**src/rtl/id_stage.sv**
```systemverilog
`default_nettype none
// ============================================================================
// Module   : id_stage
// Purpose  : Instruction-decode stage of the 19-bit pipeline. Decodes the
//            fetched instruction, reads an 8 x 19-bit register file with
//            write-through, detects load-use hazards and absolute jumps, and
//            registers the result into the ID/EX pipeline register.
// Ports    : clk, reset (async, active-high)
//            if_instr/if_pc           - fetch-stage instruction and PC+1
//            flush                    - discard incoming instruction
//            ex_mem_read/ex_rd        - load currently in EX (hazard check)
//            wb_we/wb_rd/wb_data      - register-file write port
//            stall_out                - combinational fetch hold request
//            jump_valid/jump_target   - registered fetch redirect
//            id_*                     - ID/EX pipeline register contents
// Revision : 1.0 - initial release
// ============================================================================
module id_stage (
  input  logic        clk,
  input  logic        reset,
  input  logic [18:0] if_instr,
  input  logic [13:0] if_pc,
  input  logic        flush,
  input  logic        ex_mem_read,
  input  logic [2:0]  ex_rd,
  input  logic        wb_we,
  input  logic [2:0]  wb_rd,
  input  logic [18:0] wb_data,
  output logic        stall_out,
  output logic        jump_valid,
  output logic [13:0] jump_target,
  output logic        id_valid,
  output logic [13:0] id_pc,
  output logic [2:0]  id_alu_op,
  output logic [18:0] id_rs1_data,
  output logic [18:0] id_rs2_data,
  output logic [18:0] id_imm,
  output logic [2:0]  id_rd,
  output logic [2:0]  id_rs1,
  output logic [2:0]  id_rs2,
  output logic        id_reg_write,
  output logic        id_mem_read,
  output logic        id_mem_write,
  output logic        id_use_imm,
  output logic        id_illegal
);

  localparam logic [4:0] OP_NOP  = 5'b00000;
  localparam logic [4:0] OP_ADDI = 5'b01000;
  localparam logic [4:0] OP_LD   = 5'b01001;
  localparam logic [4:0] OP_ST   = 5'b01010;
  localparam logic [4:0] OP_JMP  = 5'b01011;

  logic [4:0]  opcode;
  logic [2:0]  f_rd;
  logic [2:0]  f_rs1;
  logic [2:0]  f_rs2;

  assign opcode = if_instr[18:14];
  assign f_rd   = if_instr[13:11];
  assign f_rs1  = if_instr[10:8];
  assign f_rs2  = if_instr[7:5];

  // Decoded controls
  logic [2:0]  dec_alu_op;
  logic [2:0]  dec_rd;
  logic [2:0]  dec_rs2;
  logic        dec_reg_write;
  logic        dec_mem_read;
  logic        dec_mem_write;
  logic        dec_use_imm;
  logic        dec_illegal;
  logic        dec_jmp;
  logic        dec_uses_rs2;

  always_comb begin
    dec_alu_op    = 3'b000;
    dec_rd        = f_rd;
    dec_rs2       = f_rs2;
    dec_reg_write = 1'b0;
    dec_mem_read  = 1'b0;
    dec_mem_write = 1'b0;
    dec_use_imm   = 1'b0;
    dec_illegal   = 1'b0;
    dec_jmp       = 1'b0;
    dec_uses_rs2  = 1'b0;
    casez (opcode)
      OP_NOP: ;
      5'b00???: begin
        // R-type: opcodes 1..7, NOP already matched above
        dec_alu_op    = opcode[2:0];
        dec_reg_write = 1'b1;
        dec_uses_rs2  = 1'b1;
      end
      OP_ADDI: begin
        dec_alu_op    = 3'b001;
        dec_use_imm   = 1'b1;
        dec_reg_write = 1'b1;
      end
      OP_LD: begin
        dec_alu_op    = 3'b001;
        dec_use_imm   = 1'b1;
        dec_mem_read  = 1'b1;
        dec_reg_write = 1'b1;
      end
      OP_ST: begin
        // Store data register is named by the rd field; a store writes no register
        dec_alu_op    = 3'b001;
        dec_use_imm   = 1'b1;
        dec_mem_write = 1'b1;
        dec_rs2       = f_rd;
        dec_rd        = 3'b000;
        dec_uses_rs2  = 1'b1;
      end
      OP_JMP:  dec_jmp = 1'b1;
      default: dec_illegal = 1'b1;
    endcase
  end

  // Register file; entry 0 is never written and always reads as zero
  logic [18:0] regs [0:7];
  logic [18:0] rs1_data;
  logic [18:0] rs2_data;

  always_ff @(posedge clk or posedge reset) begin
    if (reset) begin
      for (int i = 0; i < 8; i++) regs[i] <= '0;
    end else if (wb_we && (wb_rd != 3'd0)) begin
      regs[wb_rd] <= wb_data;
    end
  end

  // Write-through so a same-cycle writeback is seen without a forwarding path
  assign rs1_data = (f_rs1 == 3'd0) ? '0 :
                    (wb_we && (wb_rd == f_rs1)) ? wb_data : regs[f_rs1];
  assign rs2_data = (dec_rs2 == 3'd0) ? '0 :
                    (wb_we && (wb_rd == dec_rs2)) ? wb_data : regs[dec_rs2];

  // Load-use hazard; a registered jump marks the incoming instruction as squashed
  logic hazard;
  logic squash;

  assign squash    = jump_valid;
  assign hazard    = ex_mem_read && (ex_rd != 3'd0) &&
                     ((ex_rd == f_rs1) || (dec_uses_rs2 && (ex_rd == dec_rs2)));
  assign stall_out = hazard && !flush && !squash;

  // ID/EX pipeline register
  always_ff @(posedge clk or posedge reset) begin
    if (reset) begin
      jump_valid   <= 1'b0;
      jump_target  <= '0;
      id_valid     <= 1'b0;
      id_pc        <= '0;
      id_alu_op    <= '0;
      id_rs1_data  <= '0;
      id_rs2_data  <= '0;
      id_imm       <= '0;
      id_rd        <= '0;
      id_rs1       <= '0;
      id_rs2       <= '0;
      id_reg_write <= 1'b0;
      id_mem_read  <= 1'b0;
      id_mem_write <= 1'b0;
      id_use_imm   <= 1'b0;
      id_illegal   <= 1'b0;
    end else if (flush || squash || hazard) begin
      // Bubble; jump_target keeps its last value, it is only meaningful with jump_valid
      jump_valid   <= 1'b0;
      id_valid     <= 1'b0;
      id_pc        <= '0;
      id_alu_op    <= '0;
      id_rs1_data  <= '0;
      id_rs2_data  <= '0;
      id_imm       <= '0;
      id_rd        <= '0;
      id_rs1       <= '0;
      id_rs2       <= '0;
      id_reg_write <= 1'b0;
      id_mem_read  <= 1'b0;
      id_mem_write <= 1'b0;
      id_use_imm   <= 1'b0;
      id_illegal   <= 1'b0;
    end else begin
      jump_valid   <= dec_jmp;
      jump_target  <= if_instr[13:0];
      id_valid     <= 1'b1;
      id_pc        <= if_pc;
      id_alu_op    <= dec_alu_op;
      id_rs1_data  <= rs1_data;
      id_rs2_data  <= rs2_data;
      id_imm       <= {{11{if_instr[7]}}, if_instr[7:0]};
      id_rd        <= dec_rd;
      id_rs1       <= f_rs1;
      id_rs2       <= dec_rs2;
      id_reg_write <= dec_reg_write;
      id_mem_read  <= dec_mem_read;
      id_mem_write <= dec_mem_write;
      id_use_imm   <= dec_use_imm;
      id_illegal   <= dec_illegal;
    end
  end

endmodule
`default_nettype wire

```
**config.mk**
```make
export PLATFORM = sky130hd
export DESIGN_NAME = id_stage
export DESIGN_NICKNAME = d
export VERILOG_FILES = /design/src/rtl/id_stage.sv
export SDC_FILE = /design/constraint.sdc
export NUM_CORES = 1
export LEC_CHECK = 0
export BUFFER_PORTS_ARGS = -buffer_cell sky130_fd_sc_hd__buf_2
export CORE_MARGIN = 4
export CORE_UTILIZATION = 52
export DETAILED_ROUTE_END_ITERATION = 10
export PLACE_DENSITY = 0.8
export SYNTH_ARGS = -nofsm -noshare
export SYNTH_HDL_FRONTEND = slang
export SYNTH_SLANG_ARGS = --single-unit
```
**constraint.sdc**
```tcl
create_clock -name clk -period 9.4 [get_ports clk]
set_input_delay 2.82 -clock clk [delete_from_list [all_inputs] [get_ports clk]]
set_output_delay 2.82 -clock clk [all_outputs]
set_load 0.005 [all_outputs]
```
[Yosys cells after proc, flatten, opt, wreduce, memory -nomap -nowiden]
Index checks and enable logic that the tools add are counted.
Operators by class
  equal/unequal tests: 8
  multiplexer cells: 48
  reductions and logical operators: 24
  bitwise logic cells: 3
  magnitude comparators: 4
Operators with widths (number)
  two-way mux 19 bit: 12
  bitwise mux 152 bit: 1
  binary-select mux 19 bit (select 3 bit): 2
  demux 19 bit (select 3 bit): 1
  two-way mux 3 bit: 9
  two-way mux 1 bit: 21
  == test 5 x 4 -> 1 bit (second input constant): 4
  two-way mux 14 bit: 1
  == test 3 bit: 4
  >= comparator 4 bit (second input constant): 3
  inverter 3 -> 4 bit: 3
  logical AND 1 bit: 9
  logical NOT 3 bit: 2
  case mux 3 bit (2 select lines): 1
  nonzero test 3 bit: 2
  OR reduction 3 bit: 2
  logical NOT 5 bit: 1
  OR reduction 5 bit: 1
  < comparator 4 x 1 -> 1 bit (second input constant): 1
  logical OR 1 bit: 3
  logical NOT 1 bit: 2
  logical NOT 2 bit: 1
  OR reduction 2 bit: 1
Word-level totals
  register bits after elaboration: 256
  output and inout bits: 105
  logic and storage cells: 111

[Logic depth before layout (Yosys ltp)]
Gate-level depths: netlist (run 1).
  word-level depth: 10
  gate-level depth with buffers: 11

[Worst setup path before layout (run 1)]
No wires, ideal clock.
  path kind: in2out
  start: input if_instr[18]
  end: output stall_out
  stages on the path: 8
  setup slack: 2.157 ns
  path buffers: 2
  data required time: 6.580 ns
  data arrival time: 4.423 ns
  path through: buf_2 or3b_1 buf_2 nor3_2 o32a_1 nand2_1 o21ai_0 nor4b_1
On the way
  word-level cells in the longest chain between the ends: 9
RTL lines
  start: declaration: RTL line 21  | input logic [18:0] if_instr,
  == test 5 x 4 -> 1 bit / logical NOT 2 bit (equally long branches): RTL line 87  | casez (opcode)
  two-way mux 3 bit / OR reduction 2 bit (equally long branches)
  two-way mux 3 bit / two-way mux 1 bit (equally long branches): RTL line 87
  == test 3 bit / two-way mux 1 bit (equally long branches): RTL line 145, 87
  logical AND 1 bit (*): RTL line 145  | ((ex_rd == f_rs1) || (dec_uses_rs2 && (ex_rd == dec_rs2)));
  logical OR 1 bit (*): RTL line 145
  logical AND 1 bit (*): RTL line 144  | assign hazard = ex_mem_read && (ex_rd != 3'd0) &&
  logical AND 1 bit (*) (2 in series): RTL line 146  | assign stall_out = hazard && !flush && !squash;
  end: declaration: RTL line 29  | output logic stall_out,
Every way passes the cells marked *; elsewhere a longest branch is shown, timed or not.

[Worst setup path in the final report (run 1)]
  start: input if_instr[17]
  end: output stall_out
The elaborated chain is that of the path after synthesis.

==> metrics.txt, run 1 <==
max cap viols=0; Final WS setup=1.66 ns; sequential share of power=46.0%; Tcrit/Tclk final=82.4%; Pwr per Cell Area=208 mW/mm^2; Design Area, Final=0.0140 sq mm; max incr delay on CP=0.68 ns; dpl hpwl=20200 microns; Total Wirelength=34900 microns; Syn Area/Cell=12.0 sq um; first-pass GRT wire length=53800 microns; CTS tree=built; core area=0.0234 sq mm; Synth cell types=57; Setup crit end=stall_out; Worst R2R Setup Slack=7.31 ns; CTS H-tree lvls=1; syn nets=1085; met3 GRT Util=5.13%; Pre-antenna DRT Iters=6; antenna-violating nets left=0; max_slew headroom=19.6%; Initial Utilization=52.6%; TritonCTS buffer count=24; critical path class=input port to output pin; Nets=1166; reg2reg path depth=6; number of port buffers=167; Cells after Synth=1022; Crit Reg-Reg Endpoint=id_rs2_data[7]; Mapped Area=0.0123 sq mm; antenna fix cells=0; Clock Tree Buf Depth=3; cts repair resizes=0; Clock power frac=34.5%; Comb power frac=19.4%; pin count of the biggest net entering global routing=174; r2r startpoint=jump_valid; die area=0.0262 sq mm; TNS Setup=0 ns; shortest period the worst path allows=7.74 ns; ys async rst share=100%; RSZ-0062 raised after global routing=false; GR peak layer=met2; worst slack, placed=1.73 ns; Sw Ratio=27.0%; Placed Area=0.0132 sq mm; root buf cell=clkbuf_16; most frequent CP cell=buf_2; most frequent cells in the layout=dfrtp_1 (245), buf_2 (167), mux2_2 (147); TritonCTS sink count=245; final core utilization=59.9%; most common cell after layout, fill and taps aside=dfrtp_1; Top FF cell, synth=dfrtp_1; worst slew pin tran=1.21 ns; I/O Pins=168; Arr. time, crit path=4.92 ns; die width=162 microns; RePlAce Congestion=0.878; Worst-Skew Late Latency=0.52 ns; Req. time, crit path=6.58 ns; final setup violating endpoints=0; Starting DRT DRC Count=1104; FMAX=0.129 GHz; net switching power=0.786 mW; outcome=complete, no violations; Tot Pwr=2.91 mW; Int Pwr=2.12 mW; LEAKAGE=6.31 nW; crit-path cells=buf_2, or3b_1, nor2_1, o32a_1, nand2_1, o21ai_0, nor4b_1, buf_2; routing usage on met1=33.7%; Setup crit start=if_instr[17]; Setup crit end kind=output pin; final hold violations=0; Worst Clk Skew=0.0170 ns; met2 usage=41.6%; ratio of cells with drive above 1 in the final layout=39.9%; Post-synth EDFFs=0; DR vias=9396; Clk pin slew, worst setup/hold paths=0.06 ns; vias in the first global route=9646; Startpoint Class=input port; global route overflow=0; Avg WL per Cell=24.3 microns; Yosys reg bits=245; drt drc=0; CP Max Fanout=16; Pins Over Slew Limit=0; Vias/cell=6.53; initial antenna violation count=1; CTS Hold Buffers Added=0; Yosys warning total=0; post-CTS setup buffer count=0; all-layer global routing usage=25.9%; sequential area share after synthesis=49.8%; Crit-path slowest cell=or3b_1; Die H=162 microns; num rows=56; Worst VDD drop=0.161 mV; Hold WC Path Type=flip-flop to flip-flop; Layout area overhead=13.9%
## synth_stat cells (20+ instances only)
cell	instances	area (sq um)
mux2i_1	20	200
and2_1	27	169
dfrtp_1	245	6130
inv_1	37	139
o32ai_1	39	342
or3_1	20	125
and3_1	32	200
o21ai_0	33	165
mux4_2	38	856
a21oi_1	27	135
clkbuf_1	88	330
a211oi_1	29	218
nor2_1	27	101
mux2_2	147	1660
nand2_1	27	101
## metrics by stage
step | hold WS [ns] | std cells
2_1_floorplan | 0.447 | 1022
3_3_place_gp | 0.388 | 1396
3_5_place_dp | 0.388 | 1396
4_1_cts | 0.405 | 1438
5_1_grt | 0.408 | 1438
6_report | 0.402 | 1438
## power groups by stage
| stage | Sequential, mW | Combinational [mW] | Clock (mW) |
|---|---|---|---|
| CTS | 1.33 | 0.564 | 1.02 |
| detailed placement | 1.35 | 0.559 | 0 |
| global route | 1.35 | 0.611 | 1.06 |
| floorplan | 1.32 | 0.408 | 0 |
| global placement | 1.34 | 0.541 | 0 |
| finish | 1.34 | 0.566 | 1.01 |
## flip-flops by register name, indices dropped and copies added (netlist names), 8 cells and up
signal / count
jump_target: 14
id_pc: 14
id_imm: 8
regs: 152
id_rs2_data: 19
id_rs1_data: 19
## area by class of cell
class                           instances  area, sq um
Fill cell                            1796         9380
Sequential cell                       245         6130
Multi-Input combinational cell        604         5490
Timing Repair Buffer                  191         1030
Clock buffer                           35          713
Tap cell                              319          399
Inverter                               37          143
Clock inverter                          7          110
## worst min-delay path by stage
stage / start / end / slack, ns / cells past startpoint
floorplan: regs[133] / regs[133] / 0.45 / 1
global placement: regs[133] / regs[133] / 0.39 / 0
detailed placement: regs[133] / regs[133] / 0.39 / 0
CTS: regs[133] / regs[133] / 0.40 / 0
global route: regs[148] / regs[148] / 0.41 / 0
finish: regs[143] / regs[143] / 0.40 / 0
## critical path: cells and delay by family
kind / cells / cell delay (ns)
AO/OA/AOI/OAI: 2 / 0.43
buffers and inverters: 2 / 0.33
AND/OR/NAND/NOR: 4 / 1.33
## cell families after synthesis
kind of cell | share of synthesized area (%)
flip-flops | 49.8
multiplexers | 22.0
AND/OR/NAND/NOR | 7.99
XOR/XNOR | 0.498
AO/OA/AOI/OAI | 13.5
buffers and inverters | 6.12
## per-layer routing
layer	part of all wire, %	routed length [microns]
met1	39	13500
met2	47	16300
met3	10	3510
met4	4.7	1630
met5	0.020	7
(Power assumes the default switching activity.)
==> run 2: changes to the inputs <==
clock period = 6.45 ns   (was 9.4 ns; I/O delays follow)
==> run 2 against run 1 <==
Effect of this change: non-clock buffer count increased by 8; clock power increased by 43%; hold slack better by 0.0021 ns; critical path depth is 1 lower; combinational power increased by 46%; die area stayed put; count of clock-buffer cells in the layout shrank 1; total power grew 45%; register-to-register slack lost 3.0 ns; critical path type unchanged; highest routed layer unchanged.
==> metrics.txt, run 2 (synthesis results as in run 1) <==
outcome=complete, no violations; Top Registers=regs: 152 flops, id_rs1_data: 19 flops, id_rs2_data: 19 flops; vias in the first global route=9493; Tot Pwr=4.22 mW; Startpoint Class=input port; all-layer global routing usage=26.4%; Clock power frac=34.2%; core area=0.0234 sq mm; area of the multi-input gates=0.00550 sq mm; Worst Clk Skew=0.00917 ns; post-CTS setup buffer count=0; Arr. time, crit path=4.02 ns; dpl hpwl=20600 microns; worst slew pin tran=1.24 ns; Pre-antenna DRT Iters=5; Tcrit/Tclk final=92.3%; die area=0.0262 sq mm; antenna-violating nets left=0; global route overflow=0; most frequent cells in the layout=dfrtp_1 (245), buf_2 (167), mux2_2 (147); sequential share of power=46.2%; Req. time, crit path=4.51 ns; root buf cell=clkbuf_16; final setup violating endpoints=0; Clock Tree Buf Depth=3; num rows=56; number of port buffers=167; Avg WL per Cell=24.3 microns; Initial Utilization=52.6%; Layout Cells excl Fill=1448; Worst VDD drop=0.208 mV; net switching power=1.14 mW; TritonCTS sink count=245; cts repair resizes=0; Comb power frac=19.6%; Die H=162 microns; CTS tree=built; final hold violations=0; max cap viols=0; Inst Count DP=1404; CP Max Fanout=11; drt drc=0; TritonCTS buffer count=24; Hold WS=0.404 ns; Worst-Skew Late Latency=0.51 ns; Clk pin slew, worst setup/hold paths=0.07 ns; CTS H-tree lvls=1; ratio of cells with drive above 1 in the final layout=40.1%; Setup crit end kind=output pin; Layout area overhead=14.4%; first-pass GRT wire length=54600 microns; Vias/cell=6.46; number of flip-flops in the largest register=152; shortest period the worst path allows=5.96 ns; Pins Over Slew Limit=0; most common cell after layout, fill and taps aside=dfrtp_1; Starting DRT DRC Count=1155; RePlAce Congestion=0.877; Nets=1174; initial antenna violation count=3; Total Wirelength=35300 microns; Sw Ratio=27.0%; RSZ-0062 raised after global routing=false; CTS Hold Buffers Added=0; TNS Setup=0 ns; DR vias=9353; Storage cell area=0.00613 sq mm; Pwr per Cell Area=300 mW/mm^2; Hold WC Path Type=flip-flop to flip-flop; LEAKAGE=6.34 nW; max_slew headroom=17.5%; critical path class=input port to output pin; Int Pwr=3.08 mW; pin count of the biggest net entering global routing=123; die width=162 microns; FMAX=0.168 GHz; I/O Pins=168; filler instances=1838; largest register by flop count=regs
## run 2: changes by cell type in the layout (fill, tap and decap cells not counted), sizes merged
cell	delta
diode	+2
clkinv	+1
clkbuf	-1
buf	+8
## run 2: area by class of cell
type                    count  area share (%)
diodes                      2          0.0356
clock buffers              34            4.90
clock inverters             8           0.818
inverters                  37            1.01
multi-input cells         604            39.1
flip-flops and latches    245            43.6
well taps                 319            2.84
repair buffers            199            7.74
## run 2: routing by layer
metal,vias to the layer above,part of all wire [%],GRT usage [%]
met2,646,47,42.4
met1,4605,37,33.4
met5,-,0.077,0
met4,4,5.4,13.3
met3,157,11,6.83
li1,3941,-,-
## run 2: final timing paths
path	slack (ns)	to	depth (start not counted)	startpoint
setup / recovery	0.49	stall_out	7	if_instr[15]
hold / removal	0.40	regs[151]	0	regs[151]
setup reg to reg	4.34	id_rs2_data[9]	6	jump_valid
hold reg to reg	0.40	regs[151]	0	regs[151]
max in group asynchronous	3.93	regs[145]	3	reset
min in group asynchronous	1.34	id_alu_op[1]	2	reset
## run 2: power groups by stage
stage / Clock [mW] / Sequential [mW] / Combinational, mW
final: 1.44 / 1.95 / 0.826
after global placement: 0 / 1.95 / 0.791
after global routing: 1.52 / 1.97 / 0.898
after detailed placement: 0 / 1.96 / 0.815
after floorplan: 0 / 1.92 / 0.594
after CTS: 1.46 / 1.94 / 0.825
## run 2: critical path: stages
cell and delay [ns]:
buf_2 0.17, nor2b_1 0.72, a22oi_1 0.24, or2_2 0.34, o21ai_0 0.16, nor4b_1 0.27
buf_2 0.17
## run 2: per-stage QoR
stage | instance area, sq um | util (%) | setup WS (ns)
2_1_floorplan | 12300 | - | 0.977
3_3_place_gp | 13300 | 56.7 | 0.642
3_5_place_dp | 13300 | 56.7 | 0.558
4_1_cts | 14100 | 60.1 | 0.536
5_1_grt | 14100 | 60.1 | 0.294
6_report | 14100 | 60.1 | 0.494
